<file path="src/rtl/uart_feedback_decoder.sv">
// Game-link receive decoder: status bytes, tagged header+payload messages, error count, link watchdog (FEEDBACK_WATCHDOG_EN).
// Latency: one clock from the rx_valid cycle to every registered output.
// Backpressure: none; a byte is accepted on every rx_valid, including back-to-back cycles.
module uart_feedback_decoder #(
    parameter int PAYLOAD_TIMEOUT = 16384,
    parameter int LINK_TIMEOUT    = 1048576,
    parameter int ERR_W           = 8
) (
    input  logic             clock,
    input  logic             reset,
    input  logic             rx_valid,
    input  logic [7:0]       rx_bits,
    output logic [3:0]       status,
    output logic             status_valid,
    output logic [3:0]       status_rise,
    output logic             msg_valid,
    output logic [5:0]       msg_tag,
    output logic [7:0]       msg_value,
    output logic [ERR_W-1:0] err_count,
    output logic             link_alive
);

    localparam int              PT_W    = $clog2(PAYLOAD_TIMEOUT + 1);
    localparam logic [PT_W-1:0] PT_LAST = PT_W'(PAYLOAD_TIMEOUT - 1);

    typedef enum logic {
        IDLE,
        WAIT_PAYLOAD
    } state_t;

    typedef enum logic [1:0] {
        KIND_BAD0   = 2'b00,
        KIND_STATUS = 2'b01,
        KIND_HEADER = 2'b10,
        KIND_BAD3   = 2'b11
    } kind_t;

    typedef struct packed {
        logic [5:0] field;
        kind_t      kind;
    } rx_byte_t;

    rx_byte_t        rx_byte;
    state_t          state;
    logic [PT_W-1:0] pt_cnt;
    logic [5:0]      tag_q;
    logic [3:0]      old_status;
    logic            err_event;

    assign rx_byte    = rx_byte_t'(rx_bits);
    assign old_status = status_valid ? status : 4'b0000;

    // A payload arriving on the expiry cycle wins over the timeout.
    always_comb begin
        err_event = 1'b0;
        if (state == IDLE) begin
            err_event = rx_valid && (rx_byte.kind == KIND_BAD0 || rx_byte.kind == KIND_BAD3);
        end else begin
            err_event = !rx_valid && (pt_cnt == PT_LAST);
        end
    end

    always_ff @(posedge clock or negedge reset) begin
        if (!reset) begin
            state        <= IDLE;
            pt_cnt       <= '0;
            tag_q        <= '0;
            status       <= '0;
            status_valid <= 1'b0;
            status_rise  <= '0;
            msg_valid    <= 1'b0;
            msg_tag      <= '0;
            msg_value    <= '0;
        end else begin
            status_rise <= '0;
            msg_valid   <= 1'b0;
            case (state)
                IDLE: begin
                    if (rx_valid) begin
                        if (rx_byte.kind == KIND_STATUS) begin
                            status       <= rx_byte.field[3:0];
                            status_valid <= 1'b1;
                            status_rise  <= rx_byte.field[3:0] & ~old_status;
                        end else if (rx_byte.kind == KIND_HEADER) begin
                            tag_q  <= rx_byte.field;
                            pt_cnt <= '0;
                            state  <= WAIT_PAYLOAD;
                        end
                    end
                end
                WAIT_PAYLOAD: begin
                    if (rx_valid) begin
                        msg_valid <= 1'b1;
                        msg_tag   <= tag_q;
                        msg_value <= rx_bits;
                        state     <= IDLE;
                    end else if (pt_cnt == PT_LAST) begin
                        state <= IDLE;
                    end else begin
                        pt_cnt <= pt_cnt + PT_W'(1);
                    end
                end
                default: state <= IDLE;
            endcase
        end
    end

    always_ff @(posedge clock or negedge reset) begin
        if (!reset) begin
            err_count <= '0;
        end else if (err_event && (err_count != {ERR_W{1'b1}})) begin
            err_count <= err_count + ERR_W'(1);
        end
    end

`ifdef FEEDBACK_WATCHDOG_EN
    localparam int              LT_W    = $clog2(LINK_TIMEOUT + 1);
    localparam logic [LT_W-1:0] LT_MAX  = LT_W'(LINK_TIMEOUT);
    localparam logic [LT_W-1:0] LT_LAST = LT_W'(LINK_TIMEOUT - 1);

    logic [LT_W-1:0] wd_cnt;

    always_ff @(posedge clock or negedge reset) begin
        if (!reset) begin
            wd_cnt     <= '0;
            link_alive <= 1'b0;
        end else if (rx_valid) begin
            wd_cnt     <= '0;
            link_alive <= 1'b1;
        end else if (wd_cnt != LT_MAX) begin
            wd_cnt <= wd_cnt + LT_W'(1);
            if (wd_cnt == LT_LAST) begin
                link_alive <= 1'b0;
            end
        end
    end
`else
    // Without the watchdog the flag is sticky from the first byte until reset.
    always_ff @(posedge clock or negedge reset) begin
        if (!reset) begin
            link_alive <= 1'b0;
        end else if (rx_valid) begin
            link_alive <= 1'b1;
        end
    end
`endif

endmodule

</file>
<file path="config.mk">
export PLATFORM = sky130hd
export DESIGN_NAME = uart_feedback_decoder
export DESIGN_NICKNAME = d
export VERILOG_FILES = /design/src/rtl/uart_feedback_decoder.sv
export SDC_FILE = /design/constraint.sdc
export NUM_CORES = 1
export LEC_CHECK = 0
export CORE_UTILIZATION = 52
export CTS_BUF_LIST = sky130_fd_sc_hd__clkbuf_16
export DETAILED_ROUTE_END_ITERATION = 10
export PLACE_DENSITY = 0.79
export SYNTH_ARGS = -nofsm -noshare
export SYNTH_HDL_FRONTEND = slang
export SYNTH_SLANG_ARGS = --single-unit
</file>
<file path="constraint.sdc">
create_clock -name clock -period 2.3 [get_ports clock]
set_input_delay 0.23 -clock clock [delete_from_list [all_inputs] [get_ports clock]]
set_output_delay 0.23 -clock clock [all_outputs]
set_load 0.05 [all_outputs]
</file>
==> reports/metrics.cfg <==
[status]
outcome=finished clean

[clock_tree]
ctsResizeCount=0
cts_tree=built
clockBufferDepth=2
cts-htree-levels=2
clockRootBuffer=clkbuf_16
cts_buffers=5
path_clk_slew_ns=0.07
clock-sinks=55
ctsHoldBuffers=0
clkLatencyLatePin_ns=0.29
cts_setup_buffers=0

[critical_path]
arrival_ns=2.28
crit_type=reg2reg
rr_worst_depth=6
end_kind=flop
worst-r2r-setup-slack_ns=0.20
r2r-start=pt_cnt[0]$_DFFE_PN0P_
timing.rr.end=err_count[6]$_DFFE_PN0P_
worstSetupStartpointType=flop
critPathCapture=err_count[6]$_DFFE_PN0P_
critPathLaunch=pt_cnt[0]$_DFFE_PN0P_
cp.required_ns=2.48
cp_max_fo=8

[routing]
drt-initial-drc-count=103
met2_length_um=2350
drc=0
dr.pass1.iters=4
wl_met1_um=2380
via_count=1840
ant_nets=0
via_per_inst=5.51
highest_layer=met4
met3_length_um=224
drt-wirelength-per-cell_um=15.0
drt_wl_total_um=5010

[timing]
relSlewSlack_pct=49.4
fmax_mhz=475
fin_tns_setup_ns=0
slew_violations=0
rsz0062_at_grt=no
min_period_ns=2.10
worstMarginPinSlew_ns=0.760
finClkSkew_ns=0.00570
fin_crit_sh_pct=91.5
hold_violations=0
final-setup-viol-count=0

[power_and_ir_drop]
peakVddDrop_mv=0.795
intPower_mw=1.97
p_comb_share_pct=36.7
swShare_pct=38.5
pwr-share-clk_pct=22.7
p_switching_mw=1.24
power.leakage_nw=1.42
powerDensity_nw_per_um2=1030
p_seq_share_pct=40.6

[place]
place.gp.congestion=0.864
hpwl_um=3500
dp.cells=326
portBuffers=43

[synth]
yosysWarnings=0
synthCells=231
netlist_area_um2=2460
syn_area_per_cell_um2=10.6
ys_types=45
syn_nets=247
dominantRegCellSynth=dfrtp_1
ys_ff_latch=55
synth_edf_count=0
synth_top_area_share_pct=56.0
ys_seq_area_share_pct=56.0
async_flop_share_pct=100
synth_area_leaders=dfrtp_1, nand2_1, mux2_2
synth_area_leader_cell=dfrtp_1

[global_route]
gr-total-overflow=0
grt_pass1_vias=1865
grt_max_degree=37
grtUsageTotal_pct=23.0
grt_pass1_wl_um=8860
antenna_found_initial=0

[floorplan]
die_h_um=70.8
coreArea_um2=4440
fp.dieW_um=70.8
io_pins=44
die_area_um2=5010
start_util_pct=55.3
rows=24

[finish]
drive_gt1_share_pct=12.8
finalNetCount=297
syn2layout_area_growth_pct=26.4
insertedDiodeCount=0
layout.cells.non_filler=334

[flow_run]
cap_violations=0

[min_path]
hold_class=in2async

-- layout by cell type (no fill, tap or decap), types with 3 or more instances in the layout --
cell type        instances
o21ai_0                 15
nor2_1                   6
a21oi_1                  7
clkbuf_16                5
xnor2_1                  3
o31ai_1                  3
buf_4                    7
and2_1                   4
nand3_1                 11
clkdlybuf4s50_1         42
and3_1                   6
nand2_1                 50
nor2b_1                  4
mux2_2                  13
a31oi_1                  4
inv_1                    5
dfrtp_1                 55
ha_1                     5
nand4_1                  3
-- metal layers --
| layer | up-vias | GRT usage (%) |
|---|---|---|
| met1 | 894 | 31.6 |
| met5 | - | 0 |
| li1 | 911 | - |
| met2 | 29 | 35.8 |
| met4 | 0 | 6.22 |
| met3 | 6 | 7.12 |
-- synth_stat cells (2+ instances only) --
cell type / number
ha_1: 5
mux2_2: 13
a21oi_1: 7
nand2b_1: 2
and2_1: 4
dfrtp_1: 55
and3_1: 6
or2_2: 2
a31oi_1: 4
and4_1: 2
nor2b_1: 4
nand2_1: 50
nor2_1: 6
o21ai_0: 15
a41oi_1: 2
nand4_1: 3
nand3_1: 11
o31ai_1: 3
inv_1: 5
xnor2_1: 3
clkbuf_1: 5
-- power groups by stage --
stage	Clock, mW	Combinational, mW	Sequential [mW]
2_1_floorplan	0	0.261	1.81
3_5_place_dp	0	1.18	1.32
5_1_grt	0.774	1.24	1.33
6_report	0.729	1.18	1.30
3_3_place_gp	0	1.17	1.31
4_1_cts	0.736	1.19	1.30
-- layout make-up --
| class | instances | area, um2 |
|---|---|---|
| Clock buffer | 5 | 125 |
| Clock inverter | 3 | 15.0 |
| Fill cell | 344 | 1340 |
| Inverter | 6 | 22.5 |
| Multi-Input combinational cell | 163 | 1020 |
| Sequential cell | 55 | 1380 |
| Tap cell | 52 | 65.1 |
| Timing Repair Buffer | 50 | 478 |
-- kinds of logic after synthesis --
family | count (synthesis) | synth area share, %
AOI/OAI and AO/OA | 40 | 11.1
adders and majority gates | 5 | 2.54
muxes | 14 | 6.41
xor gates and xnor gates | 4 | 1.43
buffers and inverters | 13 | 2.34
DFF | 55 | 56.0
and+or+nand+nor | 100 | 20.2
-- worst min-delay path by stage --
stage	start	depth (start not counted)	end
6_report	reset	1	msg_tag[1]$_DFFE_PN0P_
3_5_place_dp	reset	1	msg_tag[1]$_DFFE_PN0P_
4_1_cts	reset	1	msg_value[2]$_DFFE_PN0P_
3_3_place_gp	reset	1	msg_value[3]$_DFFE_PN0P_
2_1_floorplan	reset	0	err_count[0]$_DFFE_PN0P_
5_1_grt	reset	1	msg_tag[1]$_DFFE_PN0P_
-- critical path: stages, from the launching register on --
cell	delay (ns)
dfrtp_1	0.38
ha_1	0.25
nand3_1	0.24
nor4_2	0.39
a22o_2	0.29
nand4_1	0.12
mux2_1	0.32
-- flip-flops by register name, summed over array words and instances (netlist names) --
name and flops:
err_count 8, msg_value 8, link_alive 1, state 1, status_rise 4, msg_tag 6, msg_valid 1, status 4
status_valid 1, pt_cnt 15, tag_q 6
-- metrics by stage --
step | hold slack [ns] | instance area [um2] | total power [mW] | util [%] | setup slack [ns]
after floorplan | -0.0656 | 2460 | 2.07 | - | 0.431
after global placement | 0.357 | 2970 | 2.48 | 66.8 | 0.275
after detailed placement | 0.359 | 2970 | 2.50 | 66.8 | 0.237
after CTS | 0.0450 | 3110 | 3.23 | 69.9 | 0.224
after global routing | 0.0906 | 3110 | 3.35 | 69.9 | 0.0125
final | 0.00448 | 3110 | 3.21 | 69.9 | 0.195
Note: power is estimated with default switching activity, not from simulation.
